==> src/rtl/ay_bus_defs.vh <==
// rtl/ay_bus_defs.vh - AY bus codes ({bdir,bc1}) and write-scheduler FSM state encodings
localparam logic [1:0] AY_INACTIVE = 2'b00;
localparam logic [1:0] AY_WRITE    = 2'b10;
localparam logic [1:0] AY_LATCH    = 2'b11;

localparam logic [2:0] ST_IDLE  = 3'd0;
localparam logic [2:0] ST_ADDR  = 3'd1;
localparam logic [2:0] ST_GAP_A = 3'd2;
localparam logic [2:0] ST_DATA  = 3'd3;
localparam logic [2:0] ST_GAP_D = 3'd4;

==> src/rtl/ay_write_scheduler_pkg.sv <==
// rtl/ay_write_scheduler_pkg.sv - shared types and helpers for the AY write scheduler
package ay_write_scheduler_pkg;
  `include "ay_bus_defs.vh"

  typedef enum logic [2:0] {
    S_IDLE  = ST_IDLE,
    S_ADDR  = ST_ADDR,
    S_GAP_A = ST_GAP_A,
    S_DATA  = ST_DATA,
    S_GAP_D = ST_GAP_D
  } state_t;

  function automatic int max2(input int a, input int b);
    return (a > b) ? a : b;
  endfunction
endpackage

==> src/rtl/ay_write_scheduler_if.sv <==
// rtl/ay_write_scheduler_if.sv - requester handshakes and AY bus outputs of the write scheduler
interface ay_write_scheduler_if;
  logic       req0_valid;
  logic [3:0] req0_addr;
  logic [7:0] req0_data;
  logic       req0_ready;
  logic       req1_valid;
  logic [3:0] req1_addr;
  logic [7:0] req1_data;
  logic       req1_ready;
  logic       ay_bdir;
  logic       ay_bc1;
  logic [7:0] ay_din;
  logic       busy;
  logic       grant_id;

  modport master (
    output req0_valid, req0_addr, req0_data, req1_valid, req1_addr, req1_data,
    input  req0_ready, req1_ready, ay_bdir, ay_bc1, ay_din, busy, grant_id
  );

  modport slave (
    input  req0_valid, req0_addr, req0_data, req1_valid, req1_addr, req1_data,
    output req0_ready, req1_ready, ay_bdir, ay_bc1, ay_din, busy, grant_id
  );
endinterface

==> src/rtl/ay_write_scheduler_rr_arbiter2.sv <==
// rtl/ay_write_scheduler_rr_arbiter2.sv - two-way round-robin arbiter, ptr holds the last granted id
module rr_arbiter2 (
  input  logic [1:0] valid,
  input  logic       ptr,
  output logic [1:0] grant
);
  always_comb begin
    grant = 2'b00;
    case (valid)
      2'b01:   grant = 2'b01;
      2'b10:   grant = 2'b10;
      2'b11:   grant = ptr ? 2'b01 : 2'b10;
      default: grant = 2'b00;
    endcase
  end
endmodule

==> src/rtl/ay_write_scheduler.sv <==
// rtl/ay_write_scheduler.sv - shares one AY-3-8910 write port between two requesters
module ay_write_scheduler
  import ay_write_scheduler_pkg::*;
#(
  parameter int HOLD_TICKS = 2,
  parameter int GAP_TICKS  = 1
) (
  input logic                 clk,
  input logic                 reset,
  input logic                 ce,
  ay_write_scheduler_if.slave bus
);
  localparam int HOLD_N = (HOLD_TICKS < 1) ? 1 : HOLD_TICKS;
  localparam int GAP_N  = (GAP_TICKS < 0) ? 0 : GAP_TICKS;
  localparam int CW     = $clog2(max2(HOLD_N, GAP_N) + 1);
  localparam logic [CW-1:0] HOLD_LAST = CW'(HOLD_N - 1);
  localparam logic [CW-1:0] GAP_LAST  = CW'((GAP_N > 0) ? GAP_N - 1 : 0);

  state_t        state, state_n;
  logic [CW-1:0] cnt, cnt_n;
  logic [3:0]    addr_q, addr_n;
  logic [7:0]    data_q, data_n;
  logic          rr_ptr, rr_n;
  logic          gid_q, gid_n;
  logic          rdy0_q, rdy0_n, rdy1_q, rdy1_n;
  logic [1:0]    code_q, code_n;
  logic [7:0]    din_q, din_n;
  logic          busy_q, busy_n;
  logic [1:0]    grant;

  rr_arbiter2 u_arb (
    .valid ({bus.req1_valid, bus.req0_valid}),
    .ptr   (rr_ptr),
    .grant (grant)
  );

  // Every output is computed one cycle ahead and registered with the state.
  always_comb begin
    state_n = state;
    cnt_n   = cnt;
    addr_n  = addr_q;
    data_n  = data_q;
    rr_n    = rr_ptr;
    gid_n   = gid_q;
    rdy0_n  = 1'b0;
    rdy1_n  = 1'b0;
    code_n  = code_q;
    din_n   = din_q;
    case (state)
      S_IDLE: begin
        if (grant != 2'b00) begin
          addr_n  = grant[1] ? bus.req1_addr : bus.req0_addr;
          data_n  = grant[1] ? bus.req1_data : bus.req0_data;
          gid_n   = grant[1];
          rr_n    = grant[1];
          rdy0_n  = grant[0];
          rdy1_n  = grant[1];
          state_n = S_ADDR;
          cnt_n   = '0;
          code_n  = AY_LATCH;
          din_n   = {4'b0000, addr_n};
        end
      end
      S_ADDR: begin
        if (ce) begin
          if (cnt == HOLD_LAST) begin
            cnt_n = '0;
            if (GAP_N > 0) begin
              state_n = S_GAP_A;
              code_n  = AY_INACTIVE;
            end else begin
              state_n = S_DATA;
              code_n  = AY_WRITE;
              din_n   = data_q;
            end
          end else begin
            cnt_n = cnt + CW'(1);
          end
        end
      end
      S_GAP_A: begin
        if (ce) begin
          if (cnt == GAP_LAST) begin
            cnt_n   = '0;
            state_n = S_DATA;
            code_n  = AY_WRITE;
            din_n   = data_q;
          end else begin
            cnt_n = cnt + CW'(1);
          end
        end
      end
      S_DATA: begin
        if (ce) begin
          if (cnt == HOLD_LAST) begin
            cnt_n   = '0;
            code_n  = AY_INACTIVE;
            state_n = (GAP_N > 0) ? S_GAP_D : S_IDLE;
          end else begin
            cnt_n = cnt + CW'(1);
          end
        end
      end
      S_GAP_D: begin
        if (ce) begin
          if (cnt == GAP_LAST) begin
            cnt_n   = '0;
            state_n = S_IDLE;
          end else begin
            cnt_n = cnt + CW'(1);
          end
        end
      end
      default: begin
        state_n = S_IDLE;
        cnt_n   = '0;
        code_n  = AY_INACTIVE;
      end
    endcase
    busy_n = (state_n != S_IDLE);
  end

  always_ff @(posedge clk) begin
    if (reset) begin
      state  <= S_IDLE;
      cnt    <= '0;
      addr_q <= '0;
      data_q <= '0;
      rr_ptr <= 1'b1;
      gid_q  <= 1'b0;
      rdy0_q <= 1'b0;
      rdy1_q <= 1'b0;
      code_q <= AY_INACTIVE;
      din_q  <= '0;
      busy_q <= 1'b0;
    end else begin
      state  <= state_n;
      cnt    <= cnt_n;
      addr_q <= addr_n;
      data_q <= data_n;
      rr_ptr <= rr_n;
      gid_q  <= gid_n;
      rdy0_q <= rdy0_n;
      rdy1_q <= rdy1_n;
      code_q <= code_n;
      din_q  <= din_n;
      busy_q <= busy_n;
    end
  end

  assign bus.req0_ready = rdy0_q;
  assign bus.req1_ready = rdy1_q;
  assign bus.ay_bdir    = code_q[1];
  assign bus.ay_bc1     = code_q[0];
  assign bus.ay_din     = din_q;
  assign bus.busy       = busy_q;
  assign bus.grant_id   = gid_q;
endmodule

==> src/flat_wrapper.sv <==
// flat-port wrapper written by rule: the top's interface ports become plain ports
module ay_write_scheduler_flat import ay_write_scheduler_pkg::*;
#(
  parameter int HOLD_TICKS = 2,
  parameter int GAP_TICKS  = 1
)
  (clk, reset, ce, bus_req0_valid, bus_req0_addr, bus_req0_data, bus_req1_valid, bus_req1_addr, bus_req1_data, bus_req0_ready, bus_req1_ready, bus_ay_bdir, bus_ay_bc1, bus_ay_din, bus_busy, bus_grant_id);
  ay_write_scheduler_if bus_i ();
  input logic clk;
  input logic reset;
  input logic ce;
  input wire logic [$bits(bus_i.req0_valid)-1:0] bus_req0_valid;
  input wire logic [$bits(bus_i.req0_addr)-1:0] bus_req0_addr;
  input wire logic [$bits(bus_i.req0_data)-1:0] bus_req0_data;
  input wire logic [$bits(bus_i.req1_valid)-1:0] bus_req1_valid;
  input wire logic [$bits(bus_i.req1_addr)-1:0] bus_req1_addr;
  input wire logic [$bits(bus_i.req1_data)-1:0] bus_req1_data;
  output wire logic [$bits(bus_i.req0_ready)-1:0] bus_req0_ready;
  output wire logic [$bits(bus_i.req1_ready)-1:0] bus_req1_ready;
  output wire logic [$bits(bus_i.ay_bdir)-1:0] bus_ay_bdir;
  output wire logic [$bits(bus_i.ay_bc1)-1:0] bus_ay_bc1;
  output wire logic [$bits(bus_i.ay_din)-1:0] bus_ay_din;
  output wire logic [$bits(bus_i.busy)-1:0] bus_busy;
  output wire logic [$bits(bus_i.grant_id)-1:0] bus_grant_id;
  assign bus_i.req0_valid = bus_req0_valid;
  assign bus_i.req0_addr = bus_req0_addr;
  assign bus_i.req0_data = bus_req0_data;
  assign bus_i.req1_valid = bus_req1_valid;
  assign bus_i.req1_addr = bus_req1_addr;
  assign bus_i.req1_data = bus_req1_data;
  assign bus_req0_ready = bus_i.req0_ready;
  assign bus_req1_ready = bus_i.req1_ready;
  assign bus_ay_bdir = bus_i.ay_bdir;
  assign bus_ay_bc1 = bus_i.ay_bc1;
  assign bus_ay_din = bus_i.ay_din;
  assign bus_busy = bus_i.busy;
  assign bus_grant_id = bus_i.grant_id;
  ay_write_scheduler #(.HOLD_TICKS(HOLD_TICKS), .GAP_TICKS(GAP_TICKS)) u_core (.clk(clk), .reset(reset), .ce(ce), .bus(bus_i));
endmodule
==> config.mk <==
export PLATFORM = sky130hd
export DESIGN_NAME = ay_write_scheduler_flat
export DESIGN_NICKNAME = d
export VERILOG_FILES = /design/src/rtl/ay_write_scheduler_pkg.sv /design/src/rtl/ay_write_scheduler_if.sv /design/src/rtl/ay_write_scheduler_rr_arbiter2.sv /design/src/rtl/ay_write_scheduler.sv /design/src/flat_wrapper.sv
export VERILOG_INCLUDE_DIRS = /design/src /design/src/rtl
export SDC_FILE = /design/constraint.sdc
export NUM_CORES = 1
export LEC_CHECK = 0
export ABC_CLOCK_PERIOD_IN_PS = 3100
export BUFFER_PORTS_ARGS = -buffer_cell sky130_fd_sc_hd__buf_2
export CORE_ASPECT_RATIO = 2
export CORE_MARGIN = 2
export CORE_UTILIZATION = 29
export CTS_BUF_LIST = sky130_fd_sc_hd__clkbuf_4 sky130_fd_sc_hd__clkbuf_8 sky130_fd_sc_hd__clkbuf_16
export CTS_CLUSTER_DIAMETER = 100
export DETAILED_ROUTE_END_ITERATION = 10
export RECOVER_POWER = 50
export SLEW_MARGIN = 10
export SYNTH_ARGS = -nofsm -noshare
export SYNTH_HDL_FRONTEND = slang
export SYNTH_SLANG_ARGS = --single-unit
==> constraint.sdc <==
create_clock -name clk -period 3.1 [get_ports clk]
set_input_delay 0.31 -clock clk [delete_from_list [all_inputs] [get_ports clk]]
set_output_delay 0.31 -clock clk [all_outputs]
set_load 0.01 [all_outputs]
==> key figures, run 1 <==
Yosys
  • Synth cell types: 36
  • Synth Area per Inst: 9.239 µm²
  • Yosys warning count: 0
  • Yosys top cell by area: dfxtp_1
  • Top cell type's share of synthesized area: 40.18%
  • Post-synth ARST share: 0%
  • Synth area leaders: dfxtp_1 (40%), mux2i_1 (8.6%), a211oi_1 (4.8%)
  • Area of the mapped netlist: 1395 µm²
  • Top FF cell, synth: dfxtp_1
  • Syn Inst Count: 151
  • Syn Nets: 183
  • Register area share after synthesis: 40.18%
  • Post-synth EDFFs: 0
  • Number of synthesized register bits: 28

Floorplan
  • Initial Util: 30.34%
  • Die ar.: 5415 µm²
  • Die H: 102.1 µm
  • Die W: 53.05 µm
  • Core ar.: 4598 µm²
  • # rows: 35
  • I/O Pins: 43

Timing
  • Setup-failing EPs final: 0
  • Final period util: 71.83%
  • Worst-margin pin slew: 1.019 ns
  • Setup TNS: 0 ns
  • Hold Fails Final Rpt: 0
  • Slew HR: 31.49%
  • Unrepaired setup endpoints after global routing: no
  • Post-Route Skew: 0.002624 ns
  • Tmin final: 2.227 ns
  • Max-slew violations: 0
  • Fmax achieved: 449.1 MHz
  • Slack of the critical path: 0.8731 ns

Power
  • Static Leak: 0.6252 nW
  • Pwr/cell area: 497.4 nW/µm²
  • VDD IR max: 0.3404 mV

Global route
  • Met2 GRT Util: 25.19%
  • GRT busiest layer: met2
  • Met1 usage: 13.31%
  • Vias in the first global route: 1157
  • Met3 usage: 1.316%
  • Largest net degree at the start of global routing: 28
  • Antenna violations before repair: 0
  • First-pass GRT wire length: 5347 µm
  • Grt total ovfl: 0
  • Global Route Usage Sum: 13.29%

Status
  • Status: completed

Run
  • Max cap viols: 0

Worst setup path
  • Kind of critical path: register to register
  • CP endpoint kind: register
  • Startpoint type of the worst setup path: register
  • Worst Path Arrival: 2.36 ns
  • Worst-path maximum fanout: 10
  • Worst Path Required: 3.23 ns

Drt
  • Post-Route WL: 3355 µm
  • Detail Route Antenna Nets: 0
  • Drt first-iter violations: 8
  • Vias: 1263
  • Wire per inst: 13.81 µm
  • Via-per-instance ratio: 5.198
  • Remaining DRCs: 0
  • DR pass1 iterations: 4

Clocking
  • Clk sinks: 28
  • Clk Tree Root Cell: clkbuf_8
  • Clock latency on the worst-skew pair: 0.27 ns
  • Resize count post-CTS: 0
  • Num CTS Buffers: 3
  • # hold bufs at CTS: 0
  • CTS tree: yes
  • CTS max path bufs: 2
  • H-tree lvl count: 1
  • Clk slew on worst S/H paths: 0.09 ns
  • Setup bufs post-CTS: 0

Placement
  • HPWL Detailed: 2683 µm
  • PortBufs: 42
  • Post-place setup slack: 1.072 ns
  • GP Congestion: 0.8420
  • Placed Cells: 239

Final layout
  • # diodes: 0
  • Share of layout cells above drive strength 1: 20.74%
  • Final non-filler cell total: 243
  • Final core utilization: 36.03%
  • Syn-to-layout area delta: 18.74%
  • Final net count: 221

Worst hold path
  • Hold WC Path Type: input port to register
## path summary, 6_finish.rpt
check,from,to,slack [ns],depth (start not counted)
worst max-delay path,u_core.rr_ptr,u_core.data_q[1],0.87,4
worst min-delay path,bus_req1_valid,u_core.rr_ptr,0.36,3
worst max register to register,u_core.rr_ptr,u_core.data_q[1],0.87,4
worst min register to register,u_core.bus.ay_din[5],u_core.bus.ay_din[5],0.46,2
## synth_stat cells, types with 3 or more instances
cell type	number
dfxtp_1	28
nor2_1	17
mux2i_1	12
a21oi_1	11
a211oi_1	9
nand2_1	9
nand3_1	7
clkbuf_1	6
o21ai_0	5
inv_1	4
a2111oi_0	3
a311oi_1	3
ha_1	3
nor3_1	3
or3_1	3
## cell type report
class,count,area [µm²]
Fill cell,503,2942
Tap cell,55,68.82
Multi-Input combinational cell,109,760.7
Timing Repair Buffer,43,196.4
Inverter,4,15.01
Sequential cell,28,560.5
Clock buffer,4,55.05
## power by group
group          total [mW]  switching (mW)  internal [mW]
Combinational       0.181           0.102         0.0785
Sequential          0.421          0.0267          0.394
Clock               0.222           0.108          0.114
Total               0.824           0.238          0.586
## state kept, by name, indices dropped and copies added (netlist names)
register and flops:
u_core.cnt 2, u_core.bus.grant_id 1, u_core.rr_ptr 1, u_core.bus.ay_din 8, u_core.bus.req0_ready 1, u_core.state 3
u_core.bus.req1_ready 1, u_core.bus.busy 1, u_core.code_q 2, u_core.data_q 8
## routing by layer
| layer | up-vias | part of all wire [%] |
|---|---|---|
| met3 | 8 | 2.8 |
| met1 | 585 | 34 |
| met2 | 28 | 59 |
| met5 | - | 0 |
| met4 | 0 | 4.1 |
| li1 | 642 | - |
## worst max-delay path, cell delays in order, from the launching register on
cell and delay (ns):
dfxtp_1 0.33, a21boi_0 0.78, clkbuf_1 0.57, mux2i_1 0.31, a211oi_1 0.10
## through the flow
stage                     hold WS [ns]  cell area [µm²]  total power [mW]
after floorplan                 0.4483             1395            0.5577
after global placement          0.4531             1627            0.6167
after detailed placement        0.4440             1627            0.6184
after CTS                       0.3693             1682            0.8400
after global routing            0.3774             1657            0.8751
final                           0.3637             1657            0.8240
## placed cells by master (no fill, tap or decap), types with 3 or more instances in the layout
cell type | synthesis | final
a21oi_1 | 11 | 11
o21ai_0 | 5 | 5
buf_2 | 2 | 28
dfxtp_1 | 28 | 28
nand2_1 | 9 | 9
nor2_1 | 17 | 17
ha_1 | 3 | 3
clkbuf_8 | 0 | 4
a211oi_1 | 9 | 9
nor3_1 | 3 | 3
or3_1 | 3 | 3
mux2i_1 | 12 | 12
nand3_1 | 7 | 7
a2111oi_0 | 3 | 3
inv_1 | 4 | 4
a311oi_1 | 3 | 3
clkbuf_1 | 6 | 15
## cell families after synthesis
kind of cell	synth area share [%]
AOI/OAI and AO/OA	25.47
and+or+nand+nor	17.40
muxes	8.610
adders and majority gates	2.691
buffers and inverters	5.022
xor gates and xnor gates	0.6279
DFF	40.18
(Power assumes the default switching activity.)
==> run 2: changes to the inputs <==
- ABC_AREA: default -> 1
- ABC_CLOCK_PERIOD_IN_PS: 3100 -> 2300
- clock period: 3.1 -> 2.3 ns (I/O delays scaled with it)
==> key figures, run 2 <==
Global route
  • Grt total ovfl: 0 (unchanged)
  • Vias in the first global route: 1318 (+14%)
  • Global Route Usage Sum: 15.38% (+2.1 points)
  • Largest net degree at the start of global routing: 26 (-7.1%)
  • Antenna violations before repair: 0 (unchanged)
  • First-pass GRT wire length: 5947 µm (+11%)

Power
  • Static Leak: 0.8119 nW (+30%)
  • Total power draw: 1.264 mW (+53%)
  • VDD IR max: 0.3996 mV (+17%)
  • Pwr/cell area: 776.4 nW/µm² (+56%)

Floorplan
  • Die H: 99.50 µm (-2.5%)
  • I/O Pins: 43 (unchanged)
  • Core ar.: 4382 µm² (-4.7%)
  • Die ar.: 5149 µm² (-4.9%)
  • # rows: 34 (-2.9%)
  • Initial Util: 30.18% (-0.16 points)
  • Die W: 51.75 µm (-2.4%)

Final layout
  • Share of layout cells above drive strength 1: 16.32% (-4.4 points)
  • Final instance area: 1628 µm² (-1.7%)
  • # diodes: 0 (unchanged)
  • Final net count: 272 (+23%)
  • Syn-to-layout area delta: 23.08%
  • Commonest non-fill, non-tap cell in the layout: nand2_1
  • Commonest cells after routing, fill and taps aside: nand2_1 (59), buf_2 (28), dfxtp_1 (28)

Yosys
  • Syn Nets: 230 (+26%)
  • Top FF cell, synth: dfxtp_1
  • Synth area leaders: dfxtp_1 (42%), nand2_1 (17%), a21oi_1 (9.1%)
  • Most common cell in the netlist: nand2_1
  • Post-synth EDFFs: 0 (unchanged)
  • Synth Area per Inst: 6.679 µm² (-28%)
  • Top cell type's share of synthesized area: 42.38% (+2.2 points)
  • Post-synth ARST share: 0% (unchanged)
  • Synth cell types: 19 (-47%)
  • Area of the mapped netlist: 1323 µm² (-5.2%)
  • Syn Inst Count: 198 (+31%)
  • Register area share after synthesis: 42.38% (+2.2 points)
  • Yosys top cell by area: dfxtp_1
  • Yosys warning count: 0 (unchanged)
  • Number of synthesized register bits: 28 (unchanged)
  • Post-synth top cells: nand2_1 (59), dfxtp_1 (28), a21oi_1 (24)

Clocking
  • Clk Tree Root Cell: clkbuf_8
  • # hold bufs at CTS: 0 (unchanged)
  • Clock latency on the worst-skew pair: 0.27 ns (about the same)
  • Clk sinks: 28 (unchanged)
  • H-tree lvl count: 1 (unchanged)
  • CTS tree: yes
  • Setup bufs post-CTS: 0 (unchanged)
  • Num CTS Buffers: 3 (unchanged)
  • Clk slew on worst S/H paths: 0.10 ns (about the same)
  • CTS max path bufs: 2 (unchanged)
  • Resize count post-CTS: 0 (unchanged)

Timing
  • Fmax achieved: 554.6 MHz (+24%)
  • Unrepaired setup endpoints after global routing: no
  • Post-Route Skew: 0.004984 ns (+0.002360 ns)
  • Worst-margin pin slew: 0.6496 ns (-0.3690 ns)
  • Slack of the critical path: 0.4969 ns (-0.3762 ns)
  • Hold WS: 0.1338 ns (-0.2299 ns)
  • Tmin final: 1.803 ns (-0.4238 ns)
  • Setup TNS: 0 ns (unchanged)
  • Slew HR: 56.65% (+25 points)
  • Final period util: 78.39% (+6.6 points)
  • Hold Fails Final Rpt: 0 (unchanged)
  • Setup-failing EPs final: 0 (unchanged)
  • Max-slew violations: 0 (unchanged)

Worst setup path
  • CP endpoint kind: register
  • Worst-path maximum fanout: 12 (+2)
  • Worst Path Arrival: 1.97 ns (-0.39 ns)
  • Startpoint type of the worst setup path: register
  • Worst Path Required: 2.47 ns (-0.76 ns)
  • Kind of critical path: register to register

Worst hold path
  • Hold WC Path Type: input port to register

Run
  • Max cap viols: 0 (unchanged)

Drt
  • Post-Route WL: 3622 µm (+8.0%)
  • Drt first-iter violations: 45 (+37)
  • Via-per-instance ratio: 4.727 (-9.1%)
  • Vias: 1385 (+9.7%)
  • DR pass1 iterations: 4 (unchanged)
  • Detail Route Antenna Nets: 0 (unchanged)
  • Remaining DRCs: 0 (unchanged)
  • Wire per inst: 12.36 µm (-10%)

Placement
  • PortBufs: 42 (unchanged)
  • GP Congestion: 0.8118 (-3.6%)
  • HPWL Detailed: 2843 µm (+6.0%)
  • Post-DP Area: 1580 µm² (-2.8%)
  • Post-place setup slack: 0.6366 ns (-0.4355 ns)

Status
  • Status: completed
run 2: through the flow:
| stage | utilization (%) | cells |
|---|---|---|
| final | 37.15 | 293 |
| after global routing | 37.15 | 293 |
| after CTS | 37.69 | 293 |
| after detailed placement | 36.07 | 289 |
| after global placement | 36.07 | 289 |
| after floorplan | - | 198 |
run 2: per-layer routing:
| layer | track usage (%) | routed length (µm) | vias up |
|---|---|---|---|
| li1 | - | - | 715 |
| met1 | 15.31 | 1343 | 614 |
| met2 | 29.59 | 2024 | 46 |
| met3 | 1.351 | 129 | 10 |
| met4 | 8.097 | 124 | 0 |
| met5 | 0 | 0 | - |
run 2: final timing paths:
path              cells after the start             start                   to  slack [ns]
hold reg to reg                       2  u_core.code_q[1]     u_core.code_q[1]        0.46
hold / removal                        2             reset  u_core.bus.grant_id        0.13
setup / recovery                      8   u_core.state[2]     u_core.data_q[3]        0.50
setup reg to reg                      8   u_core.state[2]     u_core.data_q[3]        0.50
run 2: area by class of cell:
type,instances,area [µm²]
Clock buffer,3,41.29
Clock inverter,1,30.03
Fill cell,520,2754
Inverter,21,78.83
Multi-Input combinational cell,142,645.6
Sequential cell,28,560.5
Tap cell,54,67.56
Timing Repair Buffer,44,203.9
run 2: worst max-delay path, stage by stage, from the launching register on:
cell and delay (ns):
dfxtp_1 0.40, inv_1 0.10, nand2_1 0.10, nor2_1 0.07, nand2_1 0.10, clkbuf_1 0.48, inv_2 0.18, o21ai_0 0.21
a21oi_1 0.06
run 2: cells by family after synthesis:
| kind of cell | Yosys count | synth area share, % |
|---|---|---|
| fa+ha+maj | 3 | 2.839 |
| simple gates | 96 | 29.80 |
| compound gates | 43 | 16.37 |
| flops | 28 | 42.38 |
| buf+inv | 28 | 8.609 |
run 2: where the power goes:
| group | internal, mW | switching, mW | total (mW) |
|---|---|---|---|
| Sequential | 0.547 | 0.0344 | 0.582 |
| Combinational | 0.105 | 0.190 | 0.295 |
| Clock | 0.233 | 0.154 | 0.387 |
| Total | 0.885 | 0.379 | 1.26 |
==> run 3: changes to the inputs <==
- ABC_AREA: 1 -> 0
- ABC_CLOCK_PERIOD_IN_PS: 2300 -> 1600
- clock period: 2.3 -> 1.6 ns (I/O delays scaled with it)
==> key figures, run 3 (synthesis results as in run 1) <==
Placement
  • PortBufs: 42 (unchanged)
  • GP Congestion: 0.8901 (+9.6%)
  • Post-DP Area: 1760 µm² (+11%)
  • HPWL Detailed: 2698 µm (-5.1%)
  • Post-place setup slack: -0.006228 ns (-0.6428 ns)

Clocking
  • Clock latency on the worst-skew pair: 0.28 ns (about the same)
  • Clk Tree Root Cell: clkbuf_8
  • Num CTS Buffers: 3 (unchanged)
  • Clk slew on worst S/H paths: 0.10 ns (about the same)
  • H-tree lvl count: 1 (unchanged)
  • CTS tree: yes
  • Clk sinks: 28 (unchanged)
  • CTS max path bufs: 2 (unchanged)

Drt
  • DR pass1 iterations: 4 (unchanged)
  • Met2 WL: 2013 µm (-0.54%)
  • Routed wl met3: 132 µm (+2.3%)
  • Metal-1 WL: 1317 µm (-1.9%)
  • Top Layer Used: met4
  • Via-per-instance ratio: 5.100 (+7.9%)
  • Remaining DRCs: 0 (unchanged)
  • Drt first-iter violations: 15 (-67%)
  • Post-Route WL: 3612 µm (-0.28%)
  • Detail Route Antenna Nets: 0 (unchanged)
  • Wire per inst: 13.84 µm (+12%)
  • Vias: 1331 (-3.9%)

Worst setup path
  • Kind of critical path: register to register
  • Crit Reg-Reg Startpoint: u_core.state[2]
  • CP dominant cell by count: buf_4
  • Cell family with most CP delay: simple AND/OR/NAND/NOR gates
  • Worst path buffer plus inverter count: 2 (-1)
  • Startpoint type of the worst setup path: register
  • R2R cell count: 6 (-2)
  • Crit path cell chain: or3_4, buf_4, o22ai_1, buf_4, nand3_1, a21oi_1
  • Critical path depth: 6 (-2)
  • CP endpoint kind: register
  • Slowest Stage Delay on Critical Path: 0.40 ns (-0.08 ns)
  • R2r setup slk: 0.06 ns (-0.44 ns)
  • Worst Path Required: 1.82 ns (-0.65 ns)
  • Critical-path top delay cell: or3_4
  • Crit path launch: u_core.state[2]
  • Critical Path Sink: u_core.bus.ay_din[5]
  • FF-to-FF End: u_core.bus.ay_din[5]
  • Worst Path Arrival: 1.76 ns (-0.21 ns)
  • Worst-path maximum fanout: 4 (-8)

Floorplan
  • # rows: 35 (+2.9%)
  • Core ar.: 4598 µm² (+4.9%)
  • Initial Util: 30.34% (+0.16 points)
  • Die W: 53.05 µm (+2.5%)
  • Die H: 102.1 µm (+2.6%)
  • I/O Pins: 43 (unchanged)
  • Die ar.: 5415 µm² (+5.2%)

Timing
  • Fmax achieved: 648.6 MHz (+17%)
  • Setup TNS: 0 ns (unchanged)
  • Final period util: 96.36% (+18 points)
  • Hold WS: 0.2012 ns (+0.06738 ns)
  • Unrepaired setup endpoints after global routing: yes
  • Slack of the critical path: 0.05821 ns (-0.4387 ns)
  • Hold Fails Final Rpt: 0 (unchanged)
  • Setup-failing EPs final: 0 (unchanged)
  • Tmin final: 1.542 ns (-0.2613 ns)
  • Post-Route Skew: 0.008084 ns (+0.003100 ns)
  • Max-slew violations: 0 (unchanged)
  • Slew HR: 64.43% (+7.8 points)
  • Worst-margin pin slew: 0.5325 ns (-0.1171 ns)

Global route
  • Grt total ovfl: 0 (unchanged)
  • First-pass GRT wire length: 5492 µm (-7.7%)
  • Global Route Usage Sum: 13.74% (-1.6 points)
  • Antenna violations before repair: 0 (unchanged)
  • Largest net degree at the start of global routing: 19 (-27%)
  • Vias in the first global route: 1295 (-1.7%)

Final layout
  • Final net count: 239 (-12%)
  • Syn-to-layout area delta: 36.23%
  • Commonest cells after routing, fill and taps aside: buf_2 (28), dfxtp_1 (25), nor2_1 (17), buf_4 (17), clkbuf_1 (14)
  • # diodes: 0 (unchanged)
  • Share of layout cells above drive strength 1: 36.41% (+20 points)
  • Commonest non-fill, non-tap cell in the layout: buf_2
  • Filler Cell Count: 485 (-6.7%)
  • Final instance area: 1901 µm² (+17%)
  • Final core utilization: 41.33% (+4.2 points)

Status
  • Status: completed

Run
  • Max cap viols: 0 (unchanged)

Power
  • VDD IR max: 0.5832 mV (+46%)
  • Static Leak: 0.7406 nW (-8.8%)
  • Pwr/cell area: 973.6 nW/µm² (+25%)

Worst hold path
  • Hold WC Path Type: input port to register
==> run 3: changes by cell type in the layout (fill, tap and decap cells not counted), moves of 6 or more <==
cell      delta
buf_4       +16
o21ai_1      -7
mux2i_1     +12
inv_1       -14
nand2_1     -51
o21ai_0      -6
a21oi_1     -15
nand3_1      -7
a211oi_1     +8
==> run 3: tightest hold or removal path: cells and delay by family <==
kind                   cells  cell delay, ns
muxes                      1            0.11
buffers and inverters      1            0.09
AOI/OAI and AO/OA          1            0.08
==> run 3: what timing repair did <==
action,in CTS,in global routing
buffers inserted,0,1
resized for setup,1,19
cloned,0,1
pin swaps,3,6
endpoints found under the hold margin,0,0
hold buffers,0,0
endpoints found under the setup margin,2,10
==> run 3: report_power, final <==
| group | internal [mW] | leakage, nW | switching, mW |
|---|---|---|---|
| combinational | 0.235 | 0.473 | 0.253 |
| clock | 0.335 | 0.0357 | 0.226 |
| sequential | 0.765 | 0.232 | 0.0361 |
==> run 3: area by class of cell <==
type	instances	area, µm²	area share [%]
tap	55	68.82	3.621
inverter	4	15.01	0.7900
timing repair buffer	60	340.3	17.91
clock inverter	1	30.03	1.580
sequential	28	564.3	29.69
multi-input combinational	110	840.8	44.24
clock buffer	3	41.29	2.172
==> run 3: worst min-delay path by stage <==
stage | startpoint | endpoint | slack [ns] | depth (start not counted)
2_1_floorplan | bus_req1_valid | u_core.rr_ptr | 0.34 | 2
3_3_place_gp | u_core.bus.ay_din[4] | u_core.bus.ay_din[4] | 0.45 | 2
3_5_place_dp | u_core.bus.grant_id | u_core.bus.grant_id | 0.44 | 2
4_1_cts | bus_req0_data[4] | u_core.data_q[4] | 0.20 | 3
5_1_grt | bus_req0_data[4] | u_core.data_q[4] | 0.22 | 3
6_report | bus_req0_data[4] | u_core.data_q[4] | 0.20 | 3
==> run 3: per-stage QoR <==
stage | std cells | power [mW]
after global routing | 261 | 1.942
final | 261 | 1.850
after global placement | 255 | 1.263
after CTS | 259 | 1.827
after detailed placement | 255 | 1.265
after floorplan | 151 | 1.081
==> run 3: per-layer routing <==
layer  global-route usage, %  vias up
li1                        -      674
met1                   13.97      611
met2                   24.62       34
met3                   1.316       12
met4                   10.26        0
met5                       0        -
